**config.mk**
```make
export PLATFORM = sky130hd
export DESIGN_NAME = fn_share_arbiter
export DESIGN_NICKNAME = d
export VERILOG_FILES = /design/src/rtl/fn_share_arbiter.sv
export SDC_FILE = /design/constraint.sdc
export NUM_CORES = 1
export LEC_CHECK = 0
export ABC_AREA = 1
export CAP_MARGIN = 20
export CORE_UTILIZATION = 43
export CTS_BUF_LIST = sky130_fd_sc_hd__clkbuf_2 sky130_fd_sc_hd__clkbuf_4 sky130_fd_sc_hd__clkbuf_8
export CTS_CLUSTER_SIZE = 16
export DETAILED_ROUTE_END_ITERATION = 7
export PLACE_DENSITY = 0.92
export REMOVE_ABC_BUFFERS = 1
export SYNTH_ARGS = -nofsm -noshare
export SYNTH_HDL_FRONTEND = slang
export SYNTH_SLANG_ARGS = --single-unit
```
**constraint.sdc**
```tcl
create_clock -name clk -period 2.7 [get_ports clk]
set_input_delay 0.54 -clock clk [delete_from_list [all_inputs] [get_ports clk]]
set_output_delay 0.54 -clock clk [all_outputs]
set_load 0.01 [all_outputs]
```
**src/rtl/fn_share_arbiter.sv**
```systemverilog
// Round-robin arbiter that serialises calls from N requesters onto one shared
// start/done function instance, routing results back and aborting stalled calls.
`ifndef intN
`define intN 16
`endif

module fn_share_arbiter #(
   parameter int N       = 4,
   parameter int W       = `intN,
   parameter int TIMEOUT = 1024
) (
   input  logic           clk,
   input  logic           nrst,
   input  logic [N-1:0]   req_valid,
   input  logic [N*W-1:0] req_arg,
   output logic [N-1:0]   req_ready,
   output logic [N-1:0]   resp_valid,
   output logic           resp_err,
   output logic [W-1:0]   resp_data,
   output logic           fn_read,
   output logic [W-1:0]   fn_arg,
   input  logic           fn_write,
   input  logic [W-1:0]   fn_result,
   output logic           busy
);

   localparam int PW = (N > 1) ? $clog2(N) : 1;
   localparam int CW = (TIMEOUT > 1) ? $clog2(TIMEOUT) : 1;
   localparam logic [CW-1:0] CNT_LAST = CW'(TIMEOUT - 1);
   localparam logic [PW-1:0] IDX_LAST = PW'(N - 1);

   typedef enum logic [1:0] {
      S_IDLE,
      S_ISSUE,
      S_WAIT,
      S_RESP
   } state_e;

   state_e        state_q, state_d;
   logic [PW-1:0] ptr_q, ptr_d;
   logic [PW-1:0] g_q, g_d;
   logic [W-1:0]  arg_q, arg_d;
   logic [W-1:0]  data_q, data_d;
   logic [CW-1:0] cnt_q, cnt_d;
   logic          err_q, err_d;

   logic          found;
   logic [PW-1:0] pick;
   logic [W-1:0]  pick_arg;

   // Two passes: first the requesters at or above ptr, then wrap to the bottom.
   always_comb begin
      found = 1'b0;
      pick  = '0;
      for (int i = 0; i < N; i++) begin
         if (!found && req_valid[i] && (PW'(i) >= ptr_q)) begin
            found = 1'b1;
            pick  = PW'(i);
         end
      end
      for (int i = 0; i < N; i++) begin
         if (!found && req_valid[i]) begin
            found = 1'b1;
            pick  = PW'(i);
         end
      end
   end

   always_comb begin
      pick_arg = '0;
      for (int i = 0; i < N; i++) begin
         if (pick == PW'(i)) begin
            pick_arg = req_arg[i*W +: W];
         end
      end
   end

   always_comb begin
      state_d = state_q;
      ptr_d   = ptr_q;
      g_d     = g_q;
      arg_d   = arg_q;
      data_d  = data_q;
      cnt_d   = cnt_q;
      err_d   = err_q;
      unique case (state_q)
         S_IDLE: begin
            if (found) begin
               g_d     = pick;
               arg_d   = pick_arg;
               ptr_d   = (pick == IDX_LAST) ? '0 : pick + 1'b1;
               state_d = S_ISSUE;
            end
         end
         S_ISSUE: begin
            cnt_d   = '0;
            state_d = S_WAIT;
         end
         S_WAIT: begin
            if (fn_write) begin
               data_d  = fn_result;
               err_d   = 1'b0;
               state_d = S_RESP;
            end else if (cnt_q == CNT_LAST) begin
               err_d   = 1'b1;
               state_d = S_RESP;
            end else begin
               cnt_d = cnt_q + 1'b1;
            end
         end
         S_RESP: begin
            state_d = S_IDLE;
         end
         default: begin
            state_d = S_IDLE;
         end
      endcase
   end

   always_ff @(posedge clk or negedge nrst) begin
      if (!nrst) begin
         state_q <= S_IDLE;
         ptr_q   <= '0;
         g_q     <= '0;
         arg_q   <= '0;
         data_q  <= '0;
         cnt_q   <= '0;
         err_q   <= 1'b0;
      end else begin
         state_q <= state_d;
         ptr_q   <= ptr_d;
         g_q     <= g_d;
         arg_q   <= arg_d;
         data_q  <= data_d;
         cnt_q   <= cnt_d;
         err_q   <= err_d;
      end
   end

   // The accept pulse is combinational on req_valid, so it is also gated by
   // nrst to keep it quiet while reset is held with requests pending.
   always_comb begin
      req_ready  = '0;
      resp_valid = '0;
      for (int i = 0; i < N; i++) begin
         req_ready[i]  = nrst && (state_q == S_IDLE) && found && (pick == PW'(i));
         resp_valid[i] = (state_q == S_RESP) && (g_q == PW'(i));
      end
   end

   assign resp_err  = (state_q == S_RESP) && err_q;
   assign resp_data = data_q;
   assign fn_read   = (state_q == S_ISSUE);
   assign fn_arg    = arg_q;
   assign busy      = (state_q != S_IDLE);

endmodule

```
==> parameters.txt, run 1 <==
Parameter                              Value

Setup path
  Data arrival time of the worst path ... 2050 ps
  Critical setup path kind ... in2out
  Largest driver fanout on the critical path ... 4
  Critical path, cell by cell ... dlygate4sd2_1 -> inv_1 -> nand2_2 -> nor2_4 -> nand3_1 -> o21ai_2 -> inv_1 -> ha_1 -> inv_1 -> nor2_1 -> dlygate4sd2_1
  Cell repeated most along the worst path ... inv_1
  Family of cells with the greatest summed delay on the critical path ... buffers and inverters
  Worst reg2reg setup slack ... between 200 and 300 ps
  Endpoint required time on the critical path ... ~2200 ps
  Slowest Stage Delay on Critical Path ... about 290 ps
  Worst R2R End ... fn_arg[1]
  Worst setup EP type ... output port
  Critical-path cell with the highest stage delay ... dlygate4sd2_1
  Reg2Reg Launch Point ... ptr_q[1]
  Startpoint type of the worst setup path ... primary input
  Worst path bufs/invs ... 5
  Worst Reg2Reg Path Length in Cells ... 16

Clock tree
  Worst-skew pair later-pin latency ... roughly 300 ps
  Clock tree from TritonCTS ... yes
  Depth of the CTS H-tree ... 2
  Clk slew on worst S/H paths ... about 100 ps
  Number of buffers added by the clock tree synthesis step ... 5
  Clock Sink Count ... 49
  Cts-stage hold buffer count ... 0
  Longest Clk Path Bufs ... 2
  Root Buffer ... clkbuf_8

Min path
  Path category of the worst min-delay check ... in2async

Power
  Worst vdd rail ir drop ... about 0.5 mV
  Total power density per cell area ... roughly 900 mW/mm^2
  Overall Power ... 4.02 mW
  Leakage power of the design ... 2.18 nW

Placement
  Post-DP Area ... about 0.0043 sq mm
  Final estimated routing congestion in global placement ... 0.861
  Number of input and output port buffers inserted ... 129
  Final HPWL DP ... 6370 microns

Drt
  Number of remaining DRC errors ... 6
  Iteration-0 DRC count of the detailed router ... 224
  Final wirelength ... around 8500 microns
  Total number of vias ... 3259
  Number of detailed-route iterations in the first pass ... 7
  Post-DR vias/cell ... 5.11
  Post-detailed-route wirelength per cell ... ~13 microns
  Number of antenna-violating nets in the routed design ... 0

Floorplan
  Width of the die ... ~84 microns
  Total die area ... a little over 0.007 sq mm
  Number of placement rows ... 29
  Total I/O pin count ... 130
  Starting density of the core ... 45.3%
  Area inside the core boundary ... 0.00642 sq mm
  Overall die height ... 84.2 microns

Synthesis
  Sequential cell area fraction in the yosys report ... 42.2%
  Area of the mapped netlist ... 0.00291 sq mm
  Unique cell type count in the Yosys netlist ... 28
  Cells after Synth ... approximately 420
  Warning count from the yosys run ... 0
  Number of enable-type register cells in the synthesized netlist ... 0
  Portion of synthesized cell area occupied by the leading cell type ... between 40% and 50%
  Top cell type by total area after synthesis ... dfrtp_1
  Main synth FF type ... dfrtp_1
  Largest cells by area after synthesis ... dfrtp_1 (42%), nand2_1 (25%), o21ai_0 (6.9%), ha_1 (4.3%), inv_1 (3.7%)
  Syn Area/Cell ... 6.96 sq um
  Fraction of synthesis flops using an asynchronous set or reset pin ... between 90% and 100%
  Post-synthesis register bit count ... 49

Timing
  Final Hold Vio Count ... 0
  Worst hold slack after final layout ... 362 ps
  Final critical path time including I/O delays and setup ... around 2600 ps
  Worst relative slew slack ... 56.7%
  Final setup violation count ... 0
  Max Slew Vio Count ... 0
  Period utilisation layout ... 96.1%
  Sum Neg Setup Slack ... 0 ps
  Max Clk Rate ... a little under 0.4 GHz
  Largest clock skew in the final design ... ~7.7 ps
  Unrepaired setup endpoints after global routing ... no
  Worst-margin pin slew ... 647 ps

Layout
  Synthesis-to-layout area growth ... 54.4%
  Final non-filler cell area ... 0.00449 sq mm
  Number of diodes added for antenna fixing ... 0
  Count of nets after finishing ... between 600 and 700
  Post-layout util ... between 60 and 70%
  Proportion of layout cells with a drive suffix above 1 ... a little under a tenth

Global routing
  Met2 GRT Util ... 43.1%
  Wire length of the first global-routing pass ... 14200 microns
  Fraction of met3 tracks used by global routing ... 5.11%
  Pin count of the biggest net entering global routing ... 50
  Aggregate global-route resource usage ... 24.7%
  Global routing's busiest layer ... met2
  Overflow after GRT ... 0
  Antenna violations before repair ... 0
  Met1 Track Usage GR ... 30.4%
  Vias in the first global route ... 3114

Job
  MaxCap Viol Count ... 0

Status
  Result of the run ... finished, violations left
  Violations in the final reports ... DRC
[placed cells by master (no fill, tap or decap), types with 2 or more instances in the layout]
cell / synthesis / final
o21ai_1: 7 / 7
nor2_4: 1 / 2
buf_4: 4 / 23
nand3_1: 17 / 17
nand3b_1: 2 / 2
nor3_1: 6 / 6
clkbuf_8: 0 / 5
nand4_1: 4 / 4
dlygate4sd2_1: 0 / 7
o21ai_2: 0 / 2
clkdlybuf4s50_1: 0 / 120
o21ai_0: 40 / 38
a21oi_1: 17 / 17
nor2_1: 10 / 9
nand2_1: 195 / 193
dfrtp_1: 49 / 48
or2_2: 3 / 3
inv_2: 1 / 3
nand2_2: 3 / 5
ha_1: 10 / 10
inv_1: 29 / 27
[flip-flops by register name, summed over array words and instances (netlist names)]
register	count
fn_arg	16
ptr_q	2
state_q	2
resp_data	16
err_q	1
g_q	2
cnt_q	10
[synthesized netlist by cell type, drive strengths merged (2+ instances only)]
master  number
nand2      199
dfrtp       49
o21ai       47
inv         31
nand3       18
a21oi       17
nor2        12
buf         11
ha          10
clkbuf       6
nor3         6
nand4        4
or2          3
nand3b       2
[power by group]
part / internal, mW / total (mW) / switching, mW
Combinational: 1.08 / 2.35 / 1.27
Clock: 0.194 / 0.459 / 0.265
Sequential: 1.02 / 1.21 / 0.192
[how the worst max path moves through the flow]
stage	from	end	slack (ps)	depth (start not counted)
final	req_valid[3]	req_ready[0]	110	11
after global routing	req_valid[3]	req_ready[0]	3	11
after CTS	ptr_q[1]	req_ready[0]	140	11
after detailed placement	req_valid[1]	req_ready[0]	-540	11
after global placement	req_valid[2]	req_ready[2]	-400	9
after floorplan	req_valid[1]	req_ready[3]	20	8
[worst reg2reg max path: stages, from the launching register on]
cell	delay, ps
dfrtp_2	460
nand2_2	70
nand2_2	60
buf_4	140
a31oi_4	170
nand2_2	90
buf_4	140
ha_1	210
buf_4	210
nor2_4	130
buf_4	190
nand2_1	70
nand2_1	60
o21ai_0	70
o21ai_0	200
nand2_1	80
nand2_1	60
[final cells by class]
class                   instances  area, sq um
clock buffers                   5         68.8
inverters                      32          123
multi-input cells             320         1500
fillers                       507         1930
repair buffers                152         1450
flip-flops and latches         49         1230
clock inverters                 3         28.8
well taps                      77         96.3
[cells by family after synthesis]
| group | share of synthesized area [%] |
|---|---|
| AOI/OAI and AO/OA | 11.5 |
| adders and majority gates | 4.30 |
| buffers and inverters | 7.62 |
| DFF | 42.2 |
| and+or+nand+nor | 34.4 |
[per-stage QoR]
stage / cells / worst slack [ps]
after floorplan: 401 / 15.9
after global placement: 627 / -399
after detailed placement: 627 / -542
after CTS: 638 / 137
after global routing: 638 / 2.61
final: 638 / 106
[repair_timing]
item,in CTS,in global routing
setup buffers,3,0
endpoints found under the hold margin,0,0
pin swaps,3,0
setup endpoints to repair,15,3
gates resized for setup,21,1
[layer usage]
metal  up-vias  part of all wire, %  routed length, microns
li1       1607                    -                       -
met1      1523                   40                    3370
met2       109                   52                    4370
met3        20                  5.8                     493
met4         0                  2.8                     233
met5         -                    0                       0
No activity file was read; power rests on OpenSTA's default activity.
==> run 2: changes to the inputs <==
- CORE_MARGIN: unset -> 5
==> run 2 against run 1 <==
Net effect: clock power is 3% lower; the flow now finishes without violations; utilization is 2.4 points lower; largest power group unchanged; sequential power hardly changed; die area is 20% higher; worst hold slack worse by 24 ps.
==> parameters.txt, run 2 (synthesized netlist as in run 1, its figures left out) <==
Parameter                              Value

Layout
  Synthesis-to-layout area growth ... 55.1%
  Proportion of layout cells with a drive suffix above 1 ... 10.5% (+1.1 points)
  Count of nets after finishing ... 657 (unchanged)
  Most common cell after layout, fill and taps aside ... nand2_1
  Post-layout util ... 67.5% (-2.4 points)
  Number of diodes added for antenna fixing ... 0 (unchanged)
  Commonest cells after routing, fill and taps aside ... nand2_1 (193), clkdlybuf4s50_1 (122), dfrtp_1 (49)

Floorplan
  Overall die height ... 92.2 microns (+9.5%)
  Number of placement rows ... 30 (+3.4%)
  Starting density of the core ... 43.5% (-1.8 points)
  Total die area ... 0.00851 sq mm (+20%)
  Width of the die ... 92.2 microns (+9.5%)
  Total I/O pin count ... 130 (unchanged)
  Area inside the core boundary ... 0.00668 sq mm (+4.0%)

Setup path
  Worst setup EP type ... output port
  Worst reg2reg setup slack ... 350 ps (+100 ps)
  Critical path, cell by cell ... clkdlybuf4s50_1 -> nand2_2 -> nand2_2 -> nor2_4 -> nand3_1 -> o21ai_4 -> inv_1 -> ha_1 -> inv_1 -> nor2_1 -> buf_2
  Reg2Reg Launch Point ... ptr_q[1]
  Slowest Stage Delay on Critical Path ... 440 ps (+150 ps)
  Worst path bufs/invs ... 4 (-1)
  Critical-path cell with the highest stage delay ... clkdlybuf4s50_1
  Worst Reg2Reg Path Length in Cells ... 17 (+1)
  Critical setup path kind ... in2out
  Endpoint required time on the critical path ... 2160 ps (about the same)
  Family of cells with the greatest summed delay on the critical path ... buffers and inverters
  Startpoint type of the worst setup path ... primary input
  Largest driver fanout on the critical path ... 4 (unchanged)
  Data arrival time of the worst path ... 2070 ps (+20 ps)
  Worst R2R End ... fn_arg[5]

Drt
  Final wirelength ... 8820 microns (+4.1%)
  Post-detailed-route wirelength per cell ... 13.8 microns (+3.6%)
  Number of antenna-violating nets in the routed design ... 0 (unchanged)
  Total number of vias ... 3181 (-2.4%)
  Post-DR vias/cell ... 4.96 (-2.9%)
  Iteration-0 DRC count of the detailed router ... 106 (-53%)
  Number of detailed-route iterations in the first pass ... 5 (-2)
  Number of remaining DRC errors ... 0 (-6)

Power
  Total power density per cell area ... 902 mW/mm^2 (+0.70%)
  Worst vdd rail ir drop ... 0.502 mV (-1.3%)
  Overall Power ... 4.07 mW (+1.2%)
  Leakage power of the design ... 2.18 nW (about the same)

Timing
  Max Slew Vio Count ... 0 (unchanged)
  Largest clock skew in the final design ... 16.1 ps (+8.39 ps)
  Worst relative slew slack ... 59.1% (+2.3 points)
  Final Hold Vio Count ... 0 (unchanged)
  Max Clk Rate ... 0.383 GHz (-0.66%)
  Unrepaired setup endpoints after global routing ... yes
  Worst hold slack after final layout ... 338 ps (-24.1 ps)
  Final critical path time including I/O delays and setup ... 2610 ps (+17.3 ps)
  Worst-margin pin slew ... 614 ps (-33.1 ps)
  Final setup violation count ... 0 (unchanged)
  Period utilisation layout ... 96.7% (+0.64 points)

Global routing
  Aggregate global-route resource usage ... 20.6% (-4.1 points)
  Wire length of the first global-routing pass ... 14400 microns (+1.1%)
  Antenna violations before repair ... 0 (unchanged)
  Vias in the first global route ... 3173 (+1.9%)
  Overflow after GRT ... 0 (unchanged)
  Pin count of the biggest net entering global routing ... 50 (unchanged)

Job
  MaxCap Viol Count ... 0 (unchanged)

Placement
  Final estimated routing congestion in global placement ... 0.849 (-1.4%)
  Number of input and output port buffers inserted ... 129 (unchanged)
  Final HPWL DP ... 6840 microns (+7.4%)

Clock tree
  Clock tree from TritonCTS ... yes
  Root Buffer ... clkbuf_8
  Longest Clk Path Bufs ... 2 (unchanged)
  Number of buffers added by the clock tree synthesis step ... 5 (unchanged)
  Clk slew on worst S/H paths ... 90 ps (about the same)
  Worst-skew pair later-pin latency ... 310 ps (about the same)
  Depth of the CTS H-tree ... 2 (unchanged)
  Clock Sink Count ... 49 (unchanged)
  Cts-stage hold buffer count ... 0 (unchanged)

Status
  Result of the run ... finished, final reports clean

Min path
  Path category of the worst min-delay check ... in2async
run 2: cell type report:
class / instances / area [sq um]
Clock buffer: 5 / 68.8
Clock inverter: 3 / 25.0
Fill cell: 523 / 2170
Inverter: 32 / 123
Multi-Input combinational cell: 320 / 1510
Sequential cell: 49 / 1230
Tap cell: 80 / 100
Timing Repair Buffer: 152 / 1460
run 2: per-layer routing:
metal | vias up | global-route usage [%] | wire length [microns]
met4 | 0 | 5.69 | 33
met3 | 4 | 6.89 | 760
met5 | - | 0 | 0
li1 | 1603 | - | -
met2 | 114 | 37.2 | 4430
met1 | 1460 | 23.0 | 3590
run 2: power by group:
part	internal [mW]	total [mW]	switching, mW
combinational	1.12	2.42	1.30
sequential	1.01	1.21	0.192
clock	0.187	0.446	0.259
total	2.32	4.07	1.75
run 2: timing repair:
item	CTS	global route
hold endpoints to repair	0	0
setup buffers	4	0
setup endpoints to repair	13	20
resized for setup	23	14
pin swaps	1	3
run 2: worst max-delay path by stage:
stage	slack, ps	cells past startpoint	from	endpoint
floorplan	20	8	req_valid[1]	req_ready[3]
global placement	-360	11	req_valid[1]	req_ready[1]
detailed placement	-470	11	req_valid[1]	req_ready[1]
CTS	-60	10	req_valid[1]	req_ready[3]
global route	-8	10	req_valid[2]	req_ready[0]
finish	90	11	req_valid[2]	req_ready[0]
run 2: metrics by stage:
step,cell area [sq um],TNS (ps),std cells,setup slack (ps)
finish,4510,0,641,88.6
CTS,4470,-57.2,641,-57.2
floorplan,2810,0,401,15.9
global route,4510,-7.66,641,-7.66
global placement,4350,-4510,629,-365
detailed placement,4350,-7060,629,-475
==> run 3: changes to the inputs <==
- ABC_CLOCK_PERIOD_IN_PS: unset -> 2700
- MAX_ROUTING_LAYER: unset -> met4
==> run 3 against run 2 <==
Net effect: wire length increased by 0.29%; die area did not move; utilization unchanged; register-to-register slack barely moved; total power up 0.10%; first-iteration DRC count decreased by 0.94%; non-clock buffer count is the same; combinational power hardly changed; critical path depth unchanged; setup slack lost 3.1 ps; sequential share of layout area unchanged; sequential power is essentially flat; critical path type unchanged.
==> parameters.txt, run 3 (synthesized netlist as in run 1, its figures left out) <==
Parameter                              Value

Status
  Result of the run ... finished, final reports clean

Timing
  Final Hold Vio Count ... 0 (unchanged)
  Largest clock skew in the final design ... 15.2 ps (-0.862 ps)
  Final critical path time including I/O delays and setup ... 2610 ps (+3.15 ps)
  Unrepaired setup endpoints after global routing ... yes
  Final setup violation count ... 0 (unchanged)
  Least setup slack across all paths after layout ... 85.5 ps (-3.15 ps)
  Period utilisation layout ... 96.8% (+0.12 points)
  Max Clk Rate ... 0.382 GHz (-0.12%)
  Worst-margin pin slew ... 616 ps (+1.50 ps)
  Max Slew Vio Count ... 0 (unchanged)
  Sum Neg Setup Slack ... 0 ps (unchanged)
  Worst relative slew slack ... 58.8% (-0.22 points)

Layout
  Proportion of layout cells with a drive suffix above 1 ... 10.5% (unchanged)
  Final non-filler cell area ... 0.00451 sq mm (unchanged)
  Most common cell after layout, fill and taps aside ... nand2_1
  Synthesis-to-layout area growth ... 55.1% (unchanged)
  Commonest cells after routing, fill and taps aside ... nand2_1 (193), clkdlybuf4s50_1 (122), dfrtp_1 (49)
  Number of diodes added for antenna fixing ... 0 (unchanged)
  Count of nets after finishing ... 657 (unchanged)

Setup path
  Data arrival time of the worst path ... 2070 ps (about the same)
  Critical setup path kind ... in2out
  Worst setup EP type ... output port
  Critical-path cell with the highest stage delay ... clkdlybuf4s50_1
  Startpoint type of the worst setup path ... primary input
  Critical path, cell by cell ... clkdlybuf4s50_1 -> nand2_2 -> nand2_2 -> nor2_4 -> nand3_1 -> o21ai_4 -> inv_1 -> ha_1 -> inv_1 -> nor2_1 -> buf_2
  Endpoint required time on the critical path ... 2160 ps (about the same)
  Slowest Stage Delay on Critical Path ... 440 ps (about the same)
  Largest driver fanout on the critical path ... 4 (unchanged)

Global routing
  Wire length of the first global-routing pass ... 14400 microns (+0.15%)
  Vias in the first global route ... 3162 (-0.35%)
  Antenna violations before repair ... 0 (unchanged)
  Overflow after GRT ... 0 (unchanged)
  Aggregate global-route resource usage ... 21.1% (+0.54 points)
  Pin count of the biggest net entering global routing ... 50 (unchanged)

Placement
  Number of input and output port buffers inserted ... 129 (unchanged)
  Final estimated routing congestion in global placement ... 0.862 (+1.6%)
  Post-DP Area ... 0.00435 sq mm (unchanged)
  Setup Slack @ Placement ... -475 ps (unchanged)
  Final HPWL DP ... 6840 microns (unchanged)

Floorplan
  Total I/O pin count ... 130 (unchanged)
  Total die area ... 0.00851 sq mm (unchanged)
  Area inside the core boundary ... 0.00668 sq mm (unchanged)
  Starting density of the core ... 43.5% (unchanged)
  Number of placement rows ... 30 (unchanged)
  Width of the die ... 92.2 microns (unchanged)
  Overall die height ... 92.2 microns (unchanged)

Drt
  Final wirelength ... 8850 microns (+0.29%)
  Post-detailed-route wirelength per cell ... 13.8 microns (+0.29%)
  Number of remaining DRC errors ... 0 (unchanged)
  Number of antenna-violating nets in the routed design ... 0 (unchanged)
  Number of detailed-route iterations in the first pass ... 4 (-1)
  Post-DR vias/cell ... 5.01 (+1.0%)
  Total number of vias ... 3214 (+1.0%)
  Iteration-0 DRC count of the detailed router ... 105 (-0.94%)

Job
  MaxCap Viol Count ... 0 (unchanged)

Power
  Overall Power ... 4.07 mW (+0.10%)
  Leakage power of the design ... 2.18 nW (unchanged)
  Worst vdd rail ir drop ... 0.500 mV (-0.24%)
  Total power density per cell area ... 903 mW/mm^2 (+0.10%)

Clock tree
  Clock tree from TritonCTS ... yes
  Cts-stage hold buffer count ... 0 (unchanged)
  Worst-skew pair later-pin latency ... 310 ps (about the same)
  Number of buffers added by the clock tree synthesis step ... 5 (unchanged)
  Longest Clk Path Bufs ... 2 (unchanged)
  Clk slew on worst S/H paths ... 90 ps (about the same)
  Depth of the CTS H-tree ... 2 (unchanged)
  Clock Sink Count ... 49 (unchanged)
  Root Buffer ... clkbuf_8

Min path
  Path category of the worst min-delay check ... in2async
==> run 3: stage by stage <==
step | hold slack [ps] | util (%) | std cells
2_1_floorplan | 244 | - | 401
3_3_place_gp | 461 | 65.1 | 629
3_5_place_dp | 464 | 65.1 | 629
4_1_cts | 355 | 66.9 | 641
5_1_grt | 394 | 67.5 | 641
6_report | 337 | 67.5 | 641
==> run 3: worst max-delay path: cells and delay by family <==
| kind | cells | cell delay, ps |
|---|---|---|
| buffers and inverters | 4 | 770 |
| and+or+nand+nor | 5 | 470 |
| adders and majority gates | 1 | 200 |
| AOI/OAI and AO/OA | 1 | 110 |
==> run 3: cell type report <==
type	instances	area, sq um
fillers	523	2170
clock inverters	3	25.0
clock buffers	5	68.8
multi-input cells	320	1510
well taps	80	100
repair buffers	152	1460
flip-flops and latches	49	1230
inverters	32	123
==> run 3: what timing repair did <==
| item | in CTS | in global routing |
|---|---|---|
| setup endpoints to repair | 13 | 20 |
| pin swaps | 1 | 3 |
| gates resized for setup | 23 | 14 |
| buffers inserted | 4 | 0 |
==> run 3: layer usage <==
metal | vias to the layer above | GRT usage, % | share of wire (%)
li1 | 1607 | - | -
met3 | 10 | 6.40 | 8.8
met4 | 0 | 5.69 | 0.69
met2 | 135 | 37.2 | 50
met5 | - | - | 0
met1 | 1462 | 23.2 | 41
==> run 3: final timing paths <==
check                        startpoint  slack (ps)  cells past startpoint      endpoint
min reg2reg                   fn_arg[0]         480                      2     fn_arg[0]
min in group clk              fn_arg[0]         480                      2     fn_arg[0]
min                                nrst         340                      2     fn_arg[0]
max in group asynchronous          nrst        1930                      2    state_q[1]
max                        req_valid[2]          90                     11  req_ready[0]
max reg2reg                    ptr_q[1]         350                     17     fn_arg[5]
==> run 3: where the power goes <==
group | internal, mW | switching [mW] | total, mW
sequential | 1.01 | 0.192 | 1.21
combinational | 1.12 | 1.31 | 2.42
clock | 0.187 | 0.259 | 0.446
